### src/rtl/scope_capture_ctrl_if.sv
// ADC sample stream and sample-RAM write/read port bundle.
// The controller is the master: it consumes samples and drives the RAM.
interface scope_capture_ctrl_if #(
   parameter int DATA_W = 8,
   parameter int ADDR_W = 10
) ();
   logic [DATA_W-1:0] adc_data;
   logic              adc_valid;
   logic [ADDR_W-1:0] ram_addr;
   logic              ram_we;
   logic [DATA_W-1:0] ram_wdata;

   modport master (
      input  adc_data,
      input  adc_valid,
      output ram_addr,
      output ram_we,
      output ram_wdata
   );

   modport slave (
      output adc_data,
      output adc_valid,
      input  ram_addr,
      input  ram_we,
      input  ram_wdata
   );
endinterface

### src/rtl/scope_capture_ctrl.sv
// Scope capture sequencer: sample FIFO, rising-edge trigger FSM and
// arbitration of the single-port sample RAM against the display reader.
module scope_capture_ctrl #(
   parameter int DATA_W     = 8,
   parameter int SAMPLES    = 640,
   parameter int ADDR_W     = 10,
   parameter int FIFO_DEPTH = 16,
   parameter int H_VISIBLE  = 640,
   parameter int V_VISIBLE  = 480
) (
   input  logic                       clk,
   input  logic                       reset,
   input  logic [10:0]                hcounter,
   input  logic [9:0]                 vcounter,
   input  logic [DATA_W-1:0]          trig_level,
   input  logic                       arm,
   input  logic                       auto_rearm,
   scope_capture_ctrl_if.master       bus,
   output logic [1:0]                 state,
   output logic                       overflow,
   output logic [$clog2(FIFO_DEPTH):0] fifo_level
);
   localparam int PTR_W = $clog2(FIFO_DEPTH);
   localparam logic [PTR_W:0]    DEPTH_C = (PTR_W+1)'(FIFO_DEPTH);
   localparam logic [ADDR_W-1:0] LAST    = ADDR_W'(SAMPLES - 1);
   localparam logic [10:0]       H_VIS   = 11'(H_VISIBLE);
   localparam logic [9:0]        V_VIS   = 10'(V_VISIBLE);

   typedef enum logic [1:0] {
      S_IDLE    = 2'd0,
      S_ARMED   = 2'd1,
      S_CAPTURE = 2'd2,
      S_DONE    = 2'd3
   } state_t;

   state_t            st;
   logic [DATA_W-1:0] mem [FIFO_DEPTH];
   logic [PTR_W-1:0]  rd_ptr;
   logic [PTR_W-1:0]  wr_ptr;
   logic [ADDR_W-1:0] wr_addr;
   logic [DATA_W-1:0] prev;
   logic              prev_valid;

   logic              display_busy;
   logic              full;
   logic              empty;
   logic              push;
   logic              pop;
   logic              trig;
   logic              rearm;
   logic              wr_hit;
   logic [DATA_W-1:0] head;

   assign display_busy = (vcounter < V_VIS) && (hcounter < H_VIS);
   assign full  = (fifo_level == DEPTH_C);
   assign empty = (fifo_level == '0);
   assign push  = bus.adc_valid && !full;
   // Every RAM-free cycle consumes a sample; IDLE/DONE simply discard it.
   assign pop   = !display_busy && !empty;
   assign head  = mem[rd_ptr];
   assign trig  = prev_valid && (prev < trig_level) && (head >= trig_level);
   assign rearm = arm || ((st == S_DONE) && auto_rearm &&
                          (hcounter == '0) && (vcounter == '0));
   // A sample popped in the same cycle as arm belongs to the abandoned run.
   assign wr_hit = pop && !arm &&
                   (((st == S_ARMED) && trig) || (st == S_CAPTURE));

   assign bus.ram_we    = wr_hit && !reset;
   assign bus.ram_addr  = display_busy ? hcounter[ADDR_W-1:0] : wr_addr;
   assign bus.ram_wdata = head;
   assign state         = st;

   // FIFO storage: written on every accepted sample, no reset needed.
   always_ff @(posedge clk) begin
      if (push) mem[wr_ptr] <= bus.adc_data;
   end

   // FIFO pointers and occupancy.
   always_ff @(posedge clk) begin
      if (reset) begin
         rd_ptr     <= '0;
         wr_ptr     <= '0;
         fifo_level <= '0;
      end else begin
         if (push) wr_ptr <= wr_ptr + PTR_W'(1);
         if (pop)  rd_ptr <= rd_ptr + PTR_W'(1);
         fifo_level <= fifo_level + {{PTR_W{1'b0}}, push}
                                  - {{PTR_W{1'b0}}, pop};
      end
   end

   // Trigger/capture FSM with write address, previous sample and overflow flag.
   always_ff @(posedge clk) begin
      if (reset) begin
         st         <= S_IDLE;
         wr_addr    <= '0;
         prev       <= '0;
         prev_valid <= 1'b0;
         overflow   <= 1'b0;
      end else begin
         if (rearm) begin
            st         <= S_ARMED;
            wr_addr    <= '0;
            prev_valid <= 1'b0;
         end else if (pop) begin
            unique case (st)
               S_ARMED: begin
                  if (trig) begin
                     st      <= S_CAPTURE;
                     wr_addr <= ADDR_W'(1);
                  end else begin
                     prev       <= head;
                     prev_valid <= 1'b1;
                  end
               end
               S_CAPTURE: begin
                  if (wr_addr == LAST) begin
                     st      <= S_DONE;
                     wr_addr <= '0;
                  end else begin
                     wr_addr <= wr_addr + ADDR_W'(1);
                  end
               end
               S_IDLE, S_DONE: ;
            endcase
         end
         if (bus.adc_valid && full) overflow <= 1'b1;
         else if (rearm)            overflow <= 1'b0;
      end
   end
endmodule

### src/flat_wrapper.sv
// flat-port wrapper written by rule: the top's interface ports become plain ports
module scope_capture_ctrl_flat 
#(
   parameter int DATA_W     = 8,
   parameter int SAMPLES    = 640,
   parameter int ADDR_W     = 10,
   parameter int FIFO_DEPTH = 16,
   parameter int H_VISIBLE  = 640,
   parameter int V_VISIBLE  = 480
)
  (clk, reset, hcounter, vcounter, trig_level, arm, auto_rearm, state, overflow, fifo_level, bus_adc_data, bus_adc_valid, bus_ram_addr, bus_ram_we, bus_ram_wdata);
  scope_capture_ctrl_if #(.DATA_W(DATA_W), .ADDR_W(ADDR_W)) bus_i ();
  input  logic clk;
  input  logic reset;
  input  logic [10:0] hcounter;
  input  logic [9:0] vcounter;
  input  logic [DATA_W-1:0] trig_level;
  input  logic arm;
  input  logic auto_rearm;
  output logic [1:0] state;
  output logic overflow;
  output logic [$clog2(FIFO_DEPTH):0] fifo_level;
  input wire logic [$bits(bus_i.adc_data)-1:0] bus_adc_data;
  input wire logic [$bits(bus_i.adc_valid)-1:0] bus_adc_valid;
  output wire logic [$bits(bus_i.ram_addr)-1:0] bus_ram_addr;
  output wire logic [$bits(bus_i.ram_we)-1:0] bus_ram_we;
  output wire logic [$bits(bus_i.ram_wdata)-1:0] bus_ram_wdata;
  assign bus_i.adc_data = bus_adc_data;
  assign bus_i.adc_valid = bus_adc_valid;
  assign bus_ram_addr = bus_i.ram_addr;
  assign bus_ram_we = bus_i.ram_we;
  assign bus_ram_wdata = bus_i.ram_wdata;
  scope_capture_ctrl #(.DATA_W(DATA_W), .SAMPLES(SAMPLES), .ADDR_W(ADDR_W), .FIFO_DEPTH(FIFO_DEPTH), .H_VISIBLE(H_VISIBLE), .V_VISIBLE(V_VISIBLE)) u_core (.clk(clk), .reset(reset), .hcounter(hcounter), .vcounter(vcounter), .trig_level(trig_level), .arm(arm), .auto_rearm(auto_rearm), .bus(bus_i), .state(state), .overflow(overflow), .fifo_level(fifo_level));
endmodule
### config.mk
export PLATFORM = sky130hd
export DESIGN_NAME = scope_capture_ctrl_flat
export DESIGN_NICKNAME = d
export VERILOG_FILES = /design/src/rtl/scope_capture_ctrl_if.sv /design/src/rtl/scope_capture_ctrl.sv /design/src/flat_wrapper.sv
export SDC_FILE = /design/constraint.sdc
export NUM_CORES = 1
export LEC_CHECK = 0
export ABC_AREA = 1
export BUFFER_PORTS_ARGS = -buffer_cell sky130_fd_sc_hd__buf_2
export CAP_MARGIN = 20
export CORE_MARGIN = 2
export CORE_UTILIZATION = 54
export DETAILED_ROUTE_END_ITERATION = 12
export PLACE_DENSITY = 0.88
export SLEW_MARGIN = 20
export SYNTH_ARGS = -nofsm -noshare
export SYNTH_HDL_FRONTEND = slang
export SYNTH_SLANG_ARGS = --single-unit
### constraint.sdc
create_clock -name clk -period 2.3 [get_ports clk]
set_input_delay 0.46 -clock clk [delete_from_list [all_inputs] [get_ports clk]]
set_output_delay 0.46 -clock clk [all_outputs]
set_load 0.03 [all_outputs]
After elaboration in Yosys (flattened, before gate mapping)

Memories as Yosys holds them, arrays and structs flattened. A register that Yosys moved wholly into a read port is not among the register bits.
Index checks and enable logic that the tools add are counted.

Register bits: 35
Bits in writable memories: 128
Input port bits: 42
Output and inout bits: 27
Memories: 1

Memories:

| memory     | words | bits a word | read ports | clocked after Yosys merged registers in | wr ports | RTL line                 | source |
|---|---|---|---|---|---|---|---|
| u_core.mem | 16    | 8           | 1          | 1                                       | 1        | scope_capture_ctrl.sv:37 | `logic [DATA_W-1:0] mem [FIFO_DEPTH];` |

$add $sub $neg: 5
$lt $le $gt $ge: 4
Equal/unequal tests: 9
Muxes and demuxes: 15
Bitwise operators: 2
Reduce and logical (&&, ||, !) cells: 33

Operator list:

| cell                                                         | count |
|---|---|
| 2-to-1 mux 10 bit                                            | 3 |
| one-hot mux 10 bit (2 select lines)                          | 1 |
| logical AND 1 bit                                            | 13 |
| AND reduction 4 bit                                          | 3 |
| zero test 11 bit                                             | 1 |
| less-than comparator 11 x 10 -> 1 bit, second input constant | 1 |
| adder 10 x 1 -> 10 bit, second input constant                | 1 |
| equality test 10 bit, second input constant                  | 1 |
| zero test 10 bit                                             | 1 |
| less-than comparator 10 x 9 -> 1 bit, second input constant  | 1 |
| adder 4 x 1 -> 4 bit, second input constant                  | 2 |
| greater-or-equal comparator 8 bit                            | 1 |
| less-than comparator 8 bit                                   | 1 |
| 2-to-1 mux 4 bit                                             | 2 |
| 2-to-1 mux 1 bit                                             | 6 |
| AND reduction 3 bit                                          | 2 |
| nonzero test 2 bit                                           | 3 |
| adder 5 x 1 -> 5 bit                                         | 1 |
| equality test 5 bit, second input constant                   | 1 |
| zero test 1 bit                                              | 5 |
| zero test 5 bit                                              | 1 |
| subtractor 5 x 1 -> 5 bit                                    | 1 |
| equality test 2 bit, second input constant                   | 2 |
| 2-to-1 mux 2 bit                                             | 2 |
| other kinds (10)                                             | 12 |

Depth between registers and ports, before layout

Gate-level depths: netlist (run 1).

Depth in word-level cells: 7
Gate-level depth with buffers: 22

Worst setup path after synthesis (run 1)

Ideal clock, no wire load.

Path kind: reg-to-output
Start: register (tool-made name)
End: output port bus_ram_we
Arrival: 2.615 ns
Required time: 1.840 ns
Path slack: -0.775 ns
Cell stages (with the launch flop): 17
Buffers on the path: 2
Cell sequence: dfxtp_1 -> buf_2 -> inv_2 -> buf_2 -> o21ai_0 -> o22ai_1 -> o211ai_1 -> nand2_1 -> ha_1 -> nand2_1 -> nand3_1 -> nand2_1 -> nand2_1 -> nand2_1 -> nand2_1 -> nand3_2 -> a21oi_1

RTL lines:

| item      | RTL line           | source |
|---|---|---|
| to (decl) | flat_wrapper.sv:26 | `output wire logic [$bits(bus_i.ram_we)-1:0] bus_ram_we;` |

==> report_table.html, run 1 <==
<table>
<tr><th>Metric</th><th>Value</th></tr>
<tr><th colspan="2">Place</th></tr>
<tr><td>Instance area after placement</td><td>around 8600 µm²</td></tr>
<tr><td>Count of input and output buffers</td><td>68</td></tr>
<tr><td>Placer's final routability congestion estimate</td><td>roughly 0.9</td></tr>
<tr><td>Post-DP HPWL</td><td>approximately 12,000 µm</td></tr>
<tr><td>Count of placed standard cells including taps</td><td>approximately 1,000</td></tr>
<tr><th colspan="2">Floorplan</th></tr>
<tr><td>Die area</td><td>between 15,000 and 20,000 µm²</td></tr>
<tr><td>Starting utilization of the core area</td><td>between 50% and 60%</td></tr>
<tr><td>Standard cell core area</td><td>13,800 µm²</td></tr>
<tr><td>Site Rows</td><td>43</td></tr>
<tr><td>I/O pins</td><td>69</td></tr>
<tr><td>Die extent in y</td><td>~120 µm</td></tr>
<tr><td>Horizontal die dimension</td><td>between 100 and 150 µm</td></tr>
<tr><th colspan="2">Clock network</th></tr>
<tr><td># hold bufs at CTS</td><td>0</td></tr>
<tr><td>Worst-case clock buffer depth</td><td>2</td></tr>
<tr><td>Worst-Skew Late Latency</td><td>~0.44 ns</td></tr>
<tr><td>Clock root cell</td><td>clkbuf_16</td></tr>
<tr><td>Clock tree from TritonCTS</td><td>yes</td></tr>
<tr><td>CTS Buf Count</td><td>17</td></tr>
<tr><td>Clock sink count</td><td>between 150 and 200</td></tr>
<tr><td>Clock slew at reported path FFs</td><td>roughly 0.06 ns</td></tr>
<tr><td>Htree depth</td><td>4</td></tr>
<tr><th colspan="2">Outcome</th></tr>
<tr><td>Failing checks</td><td>negative setup slack</td></tr>
<tr><td>Outcome</td><td>finished with violations</td></tr>
<tr><th colspan="2">Setup path</th></tr>
<tr><td>Worst path required time</td><td>~1.8 ns</td></tr>
<tr><td>Largest fanout on the critical path</td><td>8</td></tr>
<tr><td>Critical path class</td><td>flip-flop to output port</td></tr>
<tr><td>Critical path endpoint category</td><td>output port</td></tr>
<tr><td>Setup slack on the worst flop-to-flop path</td><td>-0.75 ns</td></tr>
<tr><td>CP Data Arrival Time</td><td>~2.8 ns</td></tr>
<tr><td>Number of cells traversed by the worst register-to-register path</td><td>21</td></tr>
<tr><td>Element type at the critical path start</td><td>flip-flop</td></tr>
<tr><th colspan="2">Detailed routing</th></tr>
<tr><td>Post-DR wirelength/cell</td><td>19.8 µm</td></tr>
<tr><td>Sum of routed wire length over all layers</td><td>21,000 µm</td></tr>
<tr><td>Vias/cell</td><td>around 6</td></tr>
<tr><td>DR iter-0 viols</td><td>roughly 840</td></tr>
<tr><td># DRC</td><td>0</td></tr>
<tr><td>Via count of the routed design</td><td>roughly 6,300</td></tr>
<tr><td>Number of detailed-route iterations in the first pass</td><td>5</td></tr>
<tr><td>DRT antenna net count</td><td>0</td></tr>
<tr><th colspan="2">Synthesis</th></tr>
<tr><td>Yosys synthesis warning count</td><td>0</td></tr>
<tr><td>Number of enable-type register cells in the synthesized netlist</td><td>about 130</td></tr>
<tr><td>Synthesized flop and latch total</td><td>between 150 and 200</td></tr>
<tr><td>Post-synthesis area per instance</td><td>between 10 and 15 µm²</td></tr>
<tr><td>Primary flip-flop cell chosen by synthesis mapping</td><td>edfxtp_1</td></tr>
<tr><td>Cell Area, Synth</td><td>approximately 7600 µm²</td></tr>
<tr><td>Post-synthesis net count</td><td>~820</td></tr>
<tr><td>Number of cells produced by synthesis</td><td>around 740</td></tr>
<tr><td>Register area share after synthesis</td><td>60.8%</td></tr>
<tr><td>Number of distinct library cell variants in the gate-level netlist after synthesis</td><td>36</td></tr>
<tr><td>Fraction of registers with async set/reset</td><td>0%</td></tr>
<tr><th colspan="2">Timing</th></tr>
<tr><td>Number of failing hold endpoints at the final stage</td><td>0</td></tr>
<tr><td>Final Max Slew Viols</td><td>0</td></tr>
<tr><td>Max_slew headroom</td><td>around two thirds</td></tr>
<tr><td>Min setup slack post-route</td><td>-0.953 ns</td></tr>
<tr><td>Post-layout minimum cycle time</td><td>between 3 and 4 ns</td></tr>
<tr><td>Maximum clock frequency</td><td>0.307 GHz</td></tr>
<tr><td>Tightest Pin Transition</td><td>between 0.5 and 0.6 ns</td></tr>
<tr><td>Tcrit/Tclk final</td><td>141%</td></tr>
<tr><td>Total of endpoints with negative setup slack in the final report</td><td>30</td></tr>
<tr><td>Worst-case clock skew</td><td>0.00731 ns</td></tr>
<tr><td>Setup repair after global routing missed its margin</td><td>true</td></tr>
<tr><th colspan="2">Power and ir drop</th></tr>
<tr><td>Peak supply drop</td><td>roughly 0.9 mV</td></tr>
<tr><td>Power per Cell Area</td><td>1140 nW/µm²</td></tr>
<tr><td>Leakage power</td><td>3.70 nW</td></tr>
<tr><td>Power, Total</td><td>11.0 mW</td></tr>
<tr><th colspan="2">Min path</th></tr>
<tr><td>Tightest Hold Check Type</td><td>input port to flip-flop</td></tr>
<tr><td>Worst min-delay path startpoint</td><td>reset</td></tr>
<tr><td>Cells on Worst Hold Path</td><td>2</td></tr>
<tr><th colspan="2">Global route</th></tr>
<tr><td>Total track usage</td><td>approximately 28%</td></tr>
<tr><td>Number of global-route vias before repair</td><td>roughly 6,000</td></tr>
<tr><td>Number of antenna violations at the first check in global routing</td><td>0</td></tr>
<tr><td>Largest net degree at the start of global routing</td><td>29</td></tr>
<tr><td>First-pass GRT wire length</td><td>~31,000 µm</td></tr>
<tr><td>Global route total overflow</td><td>0</td></tr>
<tr><th colspan="2">Finish</th></tr>
<tr><td>Fin area</td><td>between 9000 and 10,000 µm²</td></tr>
<tr><td>Fill cell count</td><td>861</td></tr>
<tr><td>Commonest cells after routing, fill and taps aside</td><td>147 x nor2_1, 128 x edfxtp_1, 69 x nand2_1</td></tr>
<tr><td>Filler-free cell count of the finished design</td><td>around 1,100</td></tr>
<tr><td>Diodes inserted</td><td>0</td></tr>
<tr><td>Area grow syn2layout</td><td>26.8%</td></tr>
<tr><td>Share of post-route cells with drive strength above 1</td><td>between 20% and 30%</td></tr>
<tr><td>Nets</td><td>942</td></tr>
<tr><td>Most common cell after layout, fill and taps aside</td><td>nor2_1</td></tr>
<tr><th colspan="2">Flow run</th></tr>
<tr><td>Max cap viols</td><td>0</td></tr>
</table>
[cell families after synthesis]
group                    Yosys count  share of synthesized area (%)
flip-flops                       167                           60.8
buffers and inverters             97                           5.23
XOR/XNOR                           4                          0.461
adder cells (fa/ha/maj)           31                           5.20
AO/OA/AOI/OAI                    161                           12.7
AND/OR/NAND/NOR                  281                           15.2
multiplexers                       3                          0.444
[final timing paths]
check / end
max: bus_ram_we
min: u_core.fifo_level[2]
min reg2reg: u_core.overflow
max reg2reg: u_core.wr_addr[3]
[cells in the mapped netlist (10+ instances only)]
master,number,share of area [%]
a21oi_1,28,1.8
buf_2,11,0.72
clkbuf_1,15,0.74
dfxtp_1,39,10
edfxtp_1,128,51
ha_1,30,4.9
inv_1,63,3.1
nand2_1,85,4.2
nand3_1,20,1.3
nor2_1,154,7.6
o211ai_1,10,0.99
o21ai_0,80,5.3
o221ai_1,23,2.6
[state kept, by name (all words and copies together) (netlist names), named ones only]
name,flops
u_core.state,2
u_core.overflow,1
u_core.prev,8
u_core.rd_ptr,4
u_core.mem,128
u_core.wr_addr,10
u_core.prev_valid,1
u_core.wr_ptr,4
u_core.fifo_level,5
[cell type report]
cell class                      instances  area [µm²]  share of cell area, %
Clock buffer                           17         425                   4.41
Inverter                               68         275                   2.86
Clock inverter                         15         130                   1.35
Multi-Input combinational cell        482        2940                   30.5
Timing Repair Buffer                  133        1010                   10.5
Sequential cell                       167        4630                   48.1
Tap cell                              180         225                   2.34
[critical path, stage by stage, from the launching register on]
cell,delay [ns]
dfxtp_4,0.40
buf_12,0.15
buf_4,0.15
o21ai_1,0.14
o22ai_1,0.11
o211ai_1,0.23
nand2_2,0.15
ha_4,0.31
a21oi_1,0.08
o21a_1,0.18
nand2_2,0.08
nand3_4,0.09
a21oi_4,0.14
buf_6,0.14
[metal layers]
layer  up-vias  GRT usage [%]  wire [µm]
li1       2867              -          -
met1      3027           34.1       7860
met2       383           45.6      10700
met3        69           6.41       1660
met4         0           13.9        761
met5         -              0          0
[metrics by stage]
| stage | utilization (%) | hold WS, ns | setup slack (ns) | TNS (ns) |
|---|---|---|---|---|
| 2_1_floorplan | - | 0.436 | -0.296 | -2.91 |
| 4_1_cts | 67.7 | 0.295 | -0.903 | -13.02 |
| 6_report | 69.7 | 0.304 | -0.953 | -17.30 |
| 5_1_grt | 69.7 | 0.306 | -1.11 | -21.30 |
| 3_5_place_dp | 62.4 | 0.451 | -0.561 | -10.68 |
| 3_3_place_gp | 62.4 | 0.448 | -0.420 | -7.50 |
[where the power goes]
part	switching (mW)	leakage [nW]	internal, mW
sequential	0.161	1.48	3.45
combinational	2.82	1.96	1.89
clock	1.18	0.261	1.49
[repair_timing]
action                     4_1_cts  5_1_grt
gates resized for setup         48       66
gates cloned                     2        1
setup endpoints to repair       30       32
pin swaps                       14       24
setup buffers                    2        8
(Power assumes the default switching activity.)
==> run 2, diff against run 1 <==
--- a/config.mk
+++ b/config.mk
@@ -12,6 +12,7 @@
 export CORE_UTILIZATION = 54
 export DETAILED_ROUTE_END_ITERATION = 12
 export PLACE_DENSITY = 0.88
+export SKIP_CTS_REPAIR_TIMING = 1
 export SLEW_MARGIN = 20
 export SYNTH_ARGS = -nofsm -noshare
 export SYNTH_HDL_FRONTEND = slang
==> run 2 against run 1 <==
Compared with the run above:
- the run still ends with negative setup slack left
- die area stayed put
- clock skew is 0.00098 ns higher
- core utilization is 0.82 points lower
- combinational power is 5.5% lower
- critical path type unchanged
- largest power group unchanged
==> report_table.html, run 2 (synthesis gave the netlist of run 1 again) <==
<table>
<tr><th>Metric</th><th>Value</th></tr>
<tr><th colspan="2">Finish</th></tr>
<tr><td>Most common cell after layout, fill and taps aside</td><td>nor2_1</td></tr>
<tr><td>Number of flip-flops under the largest register name</td><td>128 (unchanged)</td></tr>
<tr><td>Share of post-route cells with drive strength above 1</td><td>26.0% (-1.9 points)</td></tr>
<tr><td>Commonest cells after routing, fill and taps aside</td><td>147 x nor2_1, 128 x edfxtp_1, 70 x nand2_1</td></tr>
<tr><td>Register with the most flip-flops</td><td>u_core.mem</td></tr>
<tr><td>Diodes inserted</td><td>0 (unchanged)</td></tr>
<tr><td>Area grow syn2layout</td><td>25.3%</td></tr>
<tr><td>Filler-free cell count of the finished design</td><td>1,062 (unchanged)</td></tr>
<tr><td>Registers with the most flip-flops</td><td>u_core.mem (128), u_core.wr_addr (10), u_core.prev (8)</td></tr>
<tr><td>Nets</td><td>942 (unchanged)</td></tr>
<tr><th colspan="2">Floorplan</th></tr>
<tr><td>Die extent in y</td><td>123 µm (unchanged)</td></tr>
<tr><td>Horizontal die dimension</td><td>123 µm (unchanged)</td></tr>
<tr><td>Starting utilization of the core area</td><td>55.0% (unchanged)</td></tr>
<tr><td>I/O pins</td><td>69 (unchanged)</td></tr>
<tr><td>Standard cell core area</td><td>13,800 µm² (unchanged)</td></tr>
<tr><td>Site Rows</td><td>43 (unchanged)</td></tr>
<tr><td>Die area</td><td>15,000 µm² (unchanged)</td></tr>
<tr><th colspan="2">Timing</th></tr>
<tr><td>Total of endpoints with negative setup slack in the final report</td><td>30 (unchanged)</td></tr>
<tr><td>Final Max Slew Viols</td><td>0 (unchanged)</td></tr>
<tr><td>Max_slew headroom</td><td>71.4% (+5.4 points)</td></tr>
<tr><td>Min setup slack post-route</td><td>-0.988 ns (-0.0354 ns)</td></tr>
<tr><td>Number of failing hold endpoints at the final stage</td><td>0 (unchanged)</td></tr>
<tr><td>Post-layout minimum cycle time</td><td>3.29 ns (+0.0354 ns)</td></tr>
<tr><td>Setup repair after global routing missed its margin</td><td>true</td></tr>
<tr><td>Total negative slack for setup checks</td><td>-18.95 ns (-1.65 ns)</td></tr>
<tr><td>Tightest Pin Transition</td><td>0.428 ns (-0.0816 ns)</td></tr>
<tr><td>Tcrit/Tclk final</td><td>143% (+1.5 points)</td></tr>
<tr><td>Maximum clock frequency</td><td>0.304 GHz (-1.1%)</td></tr>
<tr><td>Worst-case clock skew</td><td>0.00829 ns (+0.000984 ns)</td></tr>
<tr><th colspan="2">Clock network</th></tr>
<tr><td>Clock tree from TritonCTS</td><td>yes</td></tr>
<tr><td>Clock root cell</td><td>clkbuf_16</td></tr>
<tr><td>CTS Buf Count</td><td>17 (unchanged)</td></tr>
<tr><td>Worst-Skew Late Latency</td><td>0.43 ns (about the same)</td></tr>
<tr><td>Htree depth</td><td>4 (unchanged)</td></tr>
<tr><td>Worst-case clock buffer depth</td><td>2 (unchanged)</td></tr>
<tr><td>Clock slew at reported path FFs</td><td>0.07 ns (about the same)</td></tr>
<tr><td>Clock sink count</td><td>167 (unchanged)</td></tr>
<tr><th colspan="2">Detailed routing</th></tr>
<tr><td>Post-DR wirelength/cell</td><td>19.2 µm (-2.9%)</td></tr>
<tr><td>Via count of the routed design</td><td>6,240 (-1.7%)</td></tr>
<tr><td>Sum of routed wire length over all layers</td><td>20,400 µm (-2.9%)</td></tr>
<tr><td>DR iter-0 viols</td><td>728 (-13%)</td></tr>
<tr><td># DRC</td><td>0 (unchanged)</td></tr>
<tr><td>Vias/cell</td><td>5.88 (-1.7%)</td></tr>
<tr><td>Number of detailed-route iterations in the first pass</td><td>7 (+2)</td></tr>
<tr><td>DRT antenna net count</td><td>0 (unchanged)</td></tr>
<tr><th colspan="2">Setup path</th></tr>
<tr><td>Element type at the critical path start</td><td>flip-flop</td></tr>
<tr><td>Worst reg2reg endpoint</td><td>u_core.wr_addr[2]</td></tr>
<tr><td>Worst path required time</td><td>1.84 ns (about the same)</td></tr>
<tr><td>Critical path endpoint category</td><td>output port</td></tr>
<tr><td>Setup slack on the worst flop-to-flop path</td><td>-0.86 ns (-0.11 ns)</td></tr>
<tr><td>Largest fanout on the critical path</td><td>11 (+3)</td></tr>
<tr><td>Number of cells traversed by the worst register-to-register path</td><td>19 (-9.5%)</td></tr>
<tr><td>Critical path class</td><td>flip-flop to output port</td></tr>
<tr><td>Capture point of the critical path</td><td>bus_ram_we</td></tr>
<tr><td>CP Data Arrival Time</td><td>2.83 ns (+0.04 ns)</td></tr>
<tr><th colspan="2">Power and ir drop</th></tr>
<tr><td>Power, Total</td><td>10.7 mW (-2.2%)</td></tr>
<tr><td>Power per Cell Area</td><td>1130 nW/µm² (-1.0%)</td></tr>
<tr><td>Peak supply drop</td><td>0.879 mV (-0.55%)</td></tr>
<tr><td>Leakage power</td><td>3.68 nW (-0.67%)</td></tr>
<tr><th colspan="2">Global route</th></tr>
<tr><td>Total track usage</td><td>26.2% (-1.4 points)</td></tr>
<tr><td>Global route total overflow</td><td>0 (unchanged)</td></tr>
<tr><td>First-pass GRT wire length</td><td>29,400 µm (-4.8%)</td></tr>
<tr><td>Number of global-route vias before repair</td><td>5,804 (-3.7%)</td></tr>
<tr><td>Largest net degree at the start of global routing</td><td>29 (unchanged)</td></tr>
<tr><td>Number of antenna violations at the first check in global routing</td><td>0 (unchanged)</td></tr>
<tr><th colspan="2">Place</th></tr>
<tr><td>Post-DP HPWL</td><td>12,300 µm (unchanged)</td></tr>
<tr><td>Count of placed standard cells including taps</td><td>1,017 (unchanged)</td></tr>
<tr><td>Count of input and output buffers</td><td>68 (unchanged)</td></tr>
<tr><td>Placer's final routability congestion estimate</td><td>0.886 (unchanged)</td></tr>
<tr><th colspan="2">Min path</th></tr>
<tr><td>Tightest Hold Check Type</td><td>input port to flip-flop</td></tr>
<tr><th colspan="2">Outcome</th></tr>
<tr><td>Outcome</td><td>finished with violations</td></tr>
<tr><td>Failing checks</td><td>negative setup slack</td></tr>
<tr><th colspan="2">Flow run</th></tr>
<tr><td>Max cap viols</td><td>0 (unchanged)</td></tr>
</table>
## run 2: cell count changes in the layout (fill, tap and decap cells not counted), sizes merged
cell and delta:
clkbuf +4, nand2 -1, buf -3
## run 2: layout make-up
cell class,instances,area (µm²)
clock buffers,17,425
clock inverters,15,130
fillers,897,4300
inverters,68,273
multi-input cells,481,2830
flip-flops and latches,167,4630
well taps,180,225
repair buffers,134,1010
## run 2: critical path: stages, from the launching register on
cell and delay (ns):
dfxtp_4 0.47, inv_8 0.09, buf_4 0.19, o21ai_1 0.14, o22ai_1 0.10, o211ai_1 0.24
nand2_2 0.14, ha_4 0.30, a21oi_1 0.06, o21a_1 0.19, nand2_2 0.10, nand3_4 0.09
a21oi_4 0.13, buf_6 0.14
## run 2: through the flow
step | worst slack (ns) | hold WS, ns | utilization (%) | cell area (µm²)
2_1_floorplan | -0.296 | 0.436 | - | 7740
3_3_place_gp | -0.420 | 0.448 | 62.4 | 8630
3_5_place_dp | -0.561 | 0.451 | 62.4 | 8630
4_1_cts | -1.04 | 0.295 | 66.4 | 9190
5_1_grt | -1.09 | 0.312 | 68.9 | 9530
6_report | -0.988 | 0.307 | 68.9 | 9530
## run 2: per-layer routing
layer / vias to the layer above / GRT usage (%) / share of wire [%]
met2: 353 / 44.3 / 51
met5: - / 0 / 0
met4: 0 / 11.6 / 2.6
li1: 2859 / - / -
met3: 50 / 5.86 / 8.4
met1: 2978 / 32.4 / 38
## run 2: power breakdown
part / internal, mW / switching (mW) / leakage [nW] / total, mW
Combinational: 1.76 / 2.69 / 1.94 / 4.45
Sequential: 3.45 / 0.167 / 1.48 / 3.62
Clock: 1.49 / 1.20 / 0.261 / 2.68
Total: 6.70 / 4.05 / 3.68 / 10.7
## run 2: worst min path at each step
stage / to / depth (start not counted) / startpoint / slack (ns)
after floorplan: flip-flop / 2 / u_core.rd_ptr[3] / 0.44
after global placement: flip-flop / 2 / u_core.rd_ptr[3] / 0.45
after detailed placement: u_core.overflow / 2 / u_core.overflow / 0.45
after CTS: u_core.state[0] / 2 / reset / 0.29
after global routing: u_core.state[0] / 2 / reset / 0.31
final: u_core.state[0] / 2 / reset / 0.31
==> run 3, diff against run 2 <==
--- a/config.mk
+++ b/config.mk
@@ -9,9 +9,9 @@
 export BUFFER_PORTS_ARGS = -buffer_cell sky130_fd_sc_hd__buf_2
 export CAP_MARGIN = 20
 export CORE_MARGIN = 2
-export CORE_UTILIZATION = 54
+export CORE_UTILIZATION = 28
 export DETAILED_ROUTE_END_ITERATION = 12
-export PLACE_DENSITY = 0.88
+export PLACE_DENSITY = 0.57
 export SKIP_CTS_REPAIR_TIMING = 1
 export SLEW_MARGIN = 20
 export SYNTH_ARGS = -nofsm -noshare
==> run 3 against run 2 <==
Compared with the run above:
- the run still ends with negative setup slack left
- final area grew 6.8%
- combinational power increased by 11%
- sequential share of layout area fell by 3.0 points
- maximum frequency up 2.3%
- final cell count up 17%
- critical path depth rose by 3
- critical endpoint unchanged
- critical path type unchanged
- first-iteration DRC count down 49%
- count of clock-buffer cells in the layout grew 4
==> report_table.html, run 3 (synthesis gave the netlist of run 1 again) <==
<table>
<tr><th>Metric</th><th>Value</th></tr>
<tr><th colspan="2">Outcome</th></tr>
<tr><td>Outcome</td><td>finished with violations</td></tr>
<tr><td>Failing checks</td><td>negative setup slack</td></tr>
<tr><th colspan="2">Timing</th></tr>
<tr><td>Number of failing hold endpoints at the final stage</td><td>0 (unchanged)</td></tr>
<tr><td>Maximum clock frequency</td><td>0.311 GHz (+2.3%)</td></tr>
<tr><td>Post-layout minimum cycle time</td><td>3.22 ns (-0.0727 ns)</td></tr>
<tr><td>Max_slew headroom</td><td>66.3% (-5.2 points)</td></tr>
<tr><td>Final Max Slew Viols</td><td>0 (unchanged)</td></tr>
<tr><td>Setup repair after global routing missed its margin</td><td>true</td></tr>
<tr><td>Min setup slack post-route</td><td>-0.915 ns (+0.0727 ns)</td></tr>
<tr><td>Tightest Pin Transition</td><td>0.506 ns (+0.0775 ns)</td></tr>
<tr><td>Final-layout worst hold slack</td><td>0.312 ns (+0.00527 ns)</td></tr>
<tr><td>Tcrit/Tclk final</td><td>140% (-3.2 points)</td></tr>
<tr><td>Total of endpoints with negative setup slack in the final report</td><td>30 (unchanged)</td></tr>
<tr><td>Worst-case clock skew</td><td>0.00785 ns (-0.000441 ns)</td></tr>
<tr><th colspan="2">Finish</th></tr>
<tr><td>Diodes inserted</td><td>0 (unchanged)</td></tr>
<tr><td>Fin area</td><td>10,200 µm² (+6.8%)</td></tr>
<tr><td>Fill cell count</td><td>2,550 (+180%)</td></tr>
<tr><td>Nets</td><td>965 (+2.4%)</td></tr>
<tr><td>Register with the most flip-flops</td><td>u_core.mem</td></tr>
<tr><td>Area of all sequential standard cells</td><td>4640 µm² (+0.11%)</td></tr>
<tr><td>Share of post-route cells with drive strength above 1</td><td>29.6% (+3.6 points)</td></tr>
<tr><td>Registers with the most flip-flops</td><td>u_core.mem (128), u_core.wr_addr (10), u_core.prev (8)</td></tr>
<tr><td>Area occupied by multi-input gates</td><td>2960 µm² (+4.5%)</td></tr>
<tr><td>Number of flip-flops under the largest register name</td><td>128 (unchanged)</td></tr>
<tr><td>Area grow syn2layout</td><td>33.8%</td></tr>
<tr><td>Filler-free cell count of the finished design</td><td>1,246 (+17%)</td></tr>
<tr><td>Commonest cells after routing, fill and taps aside</td><td>142 x nor2_1, 128 x edfxtp_1, 70 x buf_4</td></tr>
<tr><td>Most common cell after layout, fill and taps aside</td><td>nor2_1</td></tr>
<tr><th colspan="2">Clock network</th></tr>
<tr><td>CTS Buf Count</td><td>17 (unchanged)</td></tr>
<tr><td>Clock root cell</td><td>clkbuf_16</td></tr>
<tr><td>Clock slew at reported path FFs</td><td>0.06 ns (about the same)</td></tr>
<tr><td>Clock tree from TritonCTS</td><td>yes</td></tr>
<tr><td>Clock sink count</td><td>167 (unchanged)</td></tr>
<tr><td>Htree depth</td><td>4 (unchanged)</td></tr>
<tr><td>Worst-case clock buffer depth</td><td>2 (unchanged)</td></tr>
<tr><td>Worst-Skew Late Latency</td><td>0.42 ns (about the same)</td></tr>
<tr><th colspan="2">Floorplan</th></tr>
<tr><td>Horizontal die dimension</td><td>169 µm (+38%)</td></tr>
<tr><td>Die area</td><td>28,500 µm² (+89%)</td></tr>
<tr><td>Die extent in y</td><td>169 µm (+38%)</td></tr>
<tr><td>Site Rows</td><td>60 (+40%)</td></tr>
<tr><td>Starting utilization of the core area</td><td>28.4% (-27 points)</td></tr>
<tr><td>I/O pins</td><td>69 (unchanged)</td></tr>
<tr><td>Standard cell core area</td><td>26,800 µm² (+94%)</td></tr>
<tr><th colspan="2">Detailed routing</th></tr>
<tr><td>Via count of the routed design</td><td>5,881 (-5.8%)</td></tr>
<tr><td>Post-DR wirelength/cell</td><td>16.7 µm (-13%)</td></tr>
<tr><td>Sum of routed wire length over all layers</td><td>20,800 µm (+2.1%)</td></tr>
<tr><td>DRT antenna net count</td><td>0 (unchanged)</td></tr>
<tr><td>Vias/cell</td><td>4.72 (-20%)</td></tr>
<tr><td># DRC</td><td>0 (unchanged)</td></tr>
<tr><td>DR iter-0 viols</td><td>374 (-49%)</td></tr>
<tr><td>Number of detailed-route iterations in the first pass</td><td>5 (-2)</td></tr>
<tr><th colspan="2">Place</th></tr>
<tr><td>Instance area after placement</td><td>8970 µm² (+3.9%)</td></tr>
<tr><td>Placer's final routability congestion estimate</td><td>0.808 (-8.8%)</td></tr>
<tr><td>Count of input and output buffers</td><td>68 (unchanged)</td></tr>
<tr><td>Count of placed standard cells including taps</td><td>1,196 (+18%)</td></tr>
<tr><td>Post-DP HPWL</td><td>14,000 µm (+14%)</td></tr>
<tr><th colspan="2">Power and ir drop</th></tr>
<tr><td>Leakage power</td><td>3.87 nW (+5.3%)</td></tr>
<tr><td>Power per Cell Area</td><td>1140 nW/µm² (+0.64%)</td></tr>
<tr><td>Peak supply drop</td><td>0.648 mV (-26%)</td></tr>
<tr><td>Total internal power</td><td>7.43 mW (+11%)</td></tr>
<tr><td>Switching share of total power</td><td>35.7% (-2.0 points)</td></tr>
<tr><td>Proportion of power drawn by combinational gates</td><td>42.6% (+1.2 points)</td></tr>
<tr><td>Switching pwr</td><td>4.12 mW (+1.7%)</td></tr>
<tr><td>Flop pwr share</td><td>31.3% (-2.3 points)</td></tr>
<tr><td>Power, Total</td><td>11.5 mW (+7.4%)</td></tr>
<tr><td>Clock power frac</td><td>26.1% (+1.1 points)</td></tr>
<tr><th colspan="2">Flow run</th></tr>
<tr><td>Max cap viols</td><td>0 (unchanged)</td></tr>
<tr><th colspan="2">Min path</th></tr>
<tr><td>Tightest Hold Check Type</td><td>input port to flip-flop</td></tr>
<tr><td>Worst min-delay path startpoint</td><td>reset</td></tr>
<tr><th colspan="2">Setup path</th></tr>
<tr><td>Setup slack on the worst flop-to-flop path</td><td>-0.54 ns (+0.32 ns)</td></tr>
<tr><td>Critical path endpoint category</td><td>output port</td></tr>
<tr><td>Critical path class</td><td>flip-flop to output port</td></tr>
<tr><td>CP Data Arrival Time</td><td>2.76 ns (-0.07 ns)</td></tr>
<tr><td>Largest fanout on the critical path</td><td>9 (-2)</td></tr>
<tr><td>Worst path required time</td><td>1.84 ns (about the same)</td></tr>
<tr><td>Element type at the critical path start</td><td>flip-flop</td></tr>
<tr><th colspan="2">Global route</th></tr>
<tr><td>First-pass GRT wire length</td><td>30,600 µm (+3.9%)</td></tr>
<tr><td>Largest net degree at the start of global routing</td><td>34 (+17%)</td></tr>
<tr><td>Total track usage</td><td>14.0% (-12 points)</td></tr>
<tr><td>Global route total overflow</td><td>0 (unchanged)</td></tr>
<tr><td>Number of antenna violations at the first check in global routing</td><td>0 (unchanged)</td></tr>
<tr><td>Number of global-route vias before repair</td><td>5,464 (-5.9%)</td></tr>
</table>
==> run 3: stage by stage <==
step	utilization [%]	setup WS [ns]	setup TNS, ns
4_1_cts	35.8	-1.03	-13.73
6_report	37.9	-0.915	-11.96
3_5_place_dp	33.5	-0.538	-10.44
2_1_floorplan	-	-0.296	-2.91
5_1_grt	37.9	-1.07	-16.76
3_3_place_gp	33.5	-0.509	-8.89
==> run 3: power by group through the flow <==
stage	logic [mW]	registers, mW	clock network, mW
after floorplan	2.34	3.69	0
after detailed placement	4.01	3.65	0
after global routing	5.36	3.64	3.19
after CTS	4.02	3.59	3.06
final	4.92	3.62	3.01
after global placement	3.94	3.64	0
==> run 3: routing by layer <==
layer / wire length (µm) / up-vias / share of wire (%) / GRT usage [%]
met5: 0 / - / 0 / 0
met3: 730 / 15 / 3.5 / 1.94
met4: 225 / 0 / 1.1 / 3.26
met1: 9810 / 2815 / 47 / 19.5
li1: - / 2911 / - / -
met2: 10100 / 140 / 48 / 23.3
==> run 3: worst max-delay path, cell delays in order (launching register included) <==
cell	delay, ns
dfxtp_4	0.44
inv_8	0.08
buf_12	0.15
nor2_2	0.10
o22ai_2	0.10
o211ai_1	0.29
nand2_2	0.14
ha_4	0.29
nand2_1	0.05
inv_1	0.04
nand2_1	0.05
nand2_1	0.07
nand2_1	0.07
nand2_2	0.08
nand3_4	0.09
a21oi_4	0.15
buf_6	0.15
==> run 3: layout make-up <==
cell class	count	area share [%]
clock buffers	21	4.43
clock inverters	11	1.70
inverters	68	2.73
multi-input cells	482	29.1
flip-flops and latches	167	45.6
well taps	341	4.20
repair buffers	156	12.3
==> run 3: worst paths after layout <==
check / cells past startpoint / endpoint
setup / recovery: 16 / bus_ram_we
hold / removal: 2 / u_core.state[0]
setup reg to reg: 21 / u_core.wr_addr[9]
hold reg to reg: 2 / u_core.rd_ptr[3]
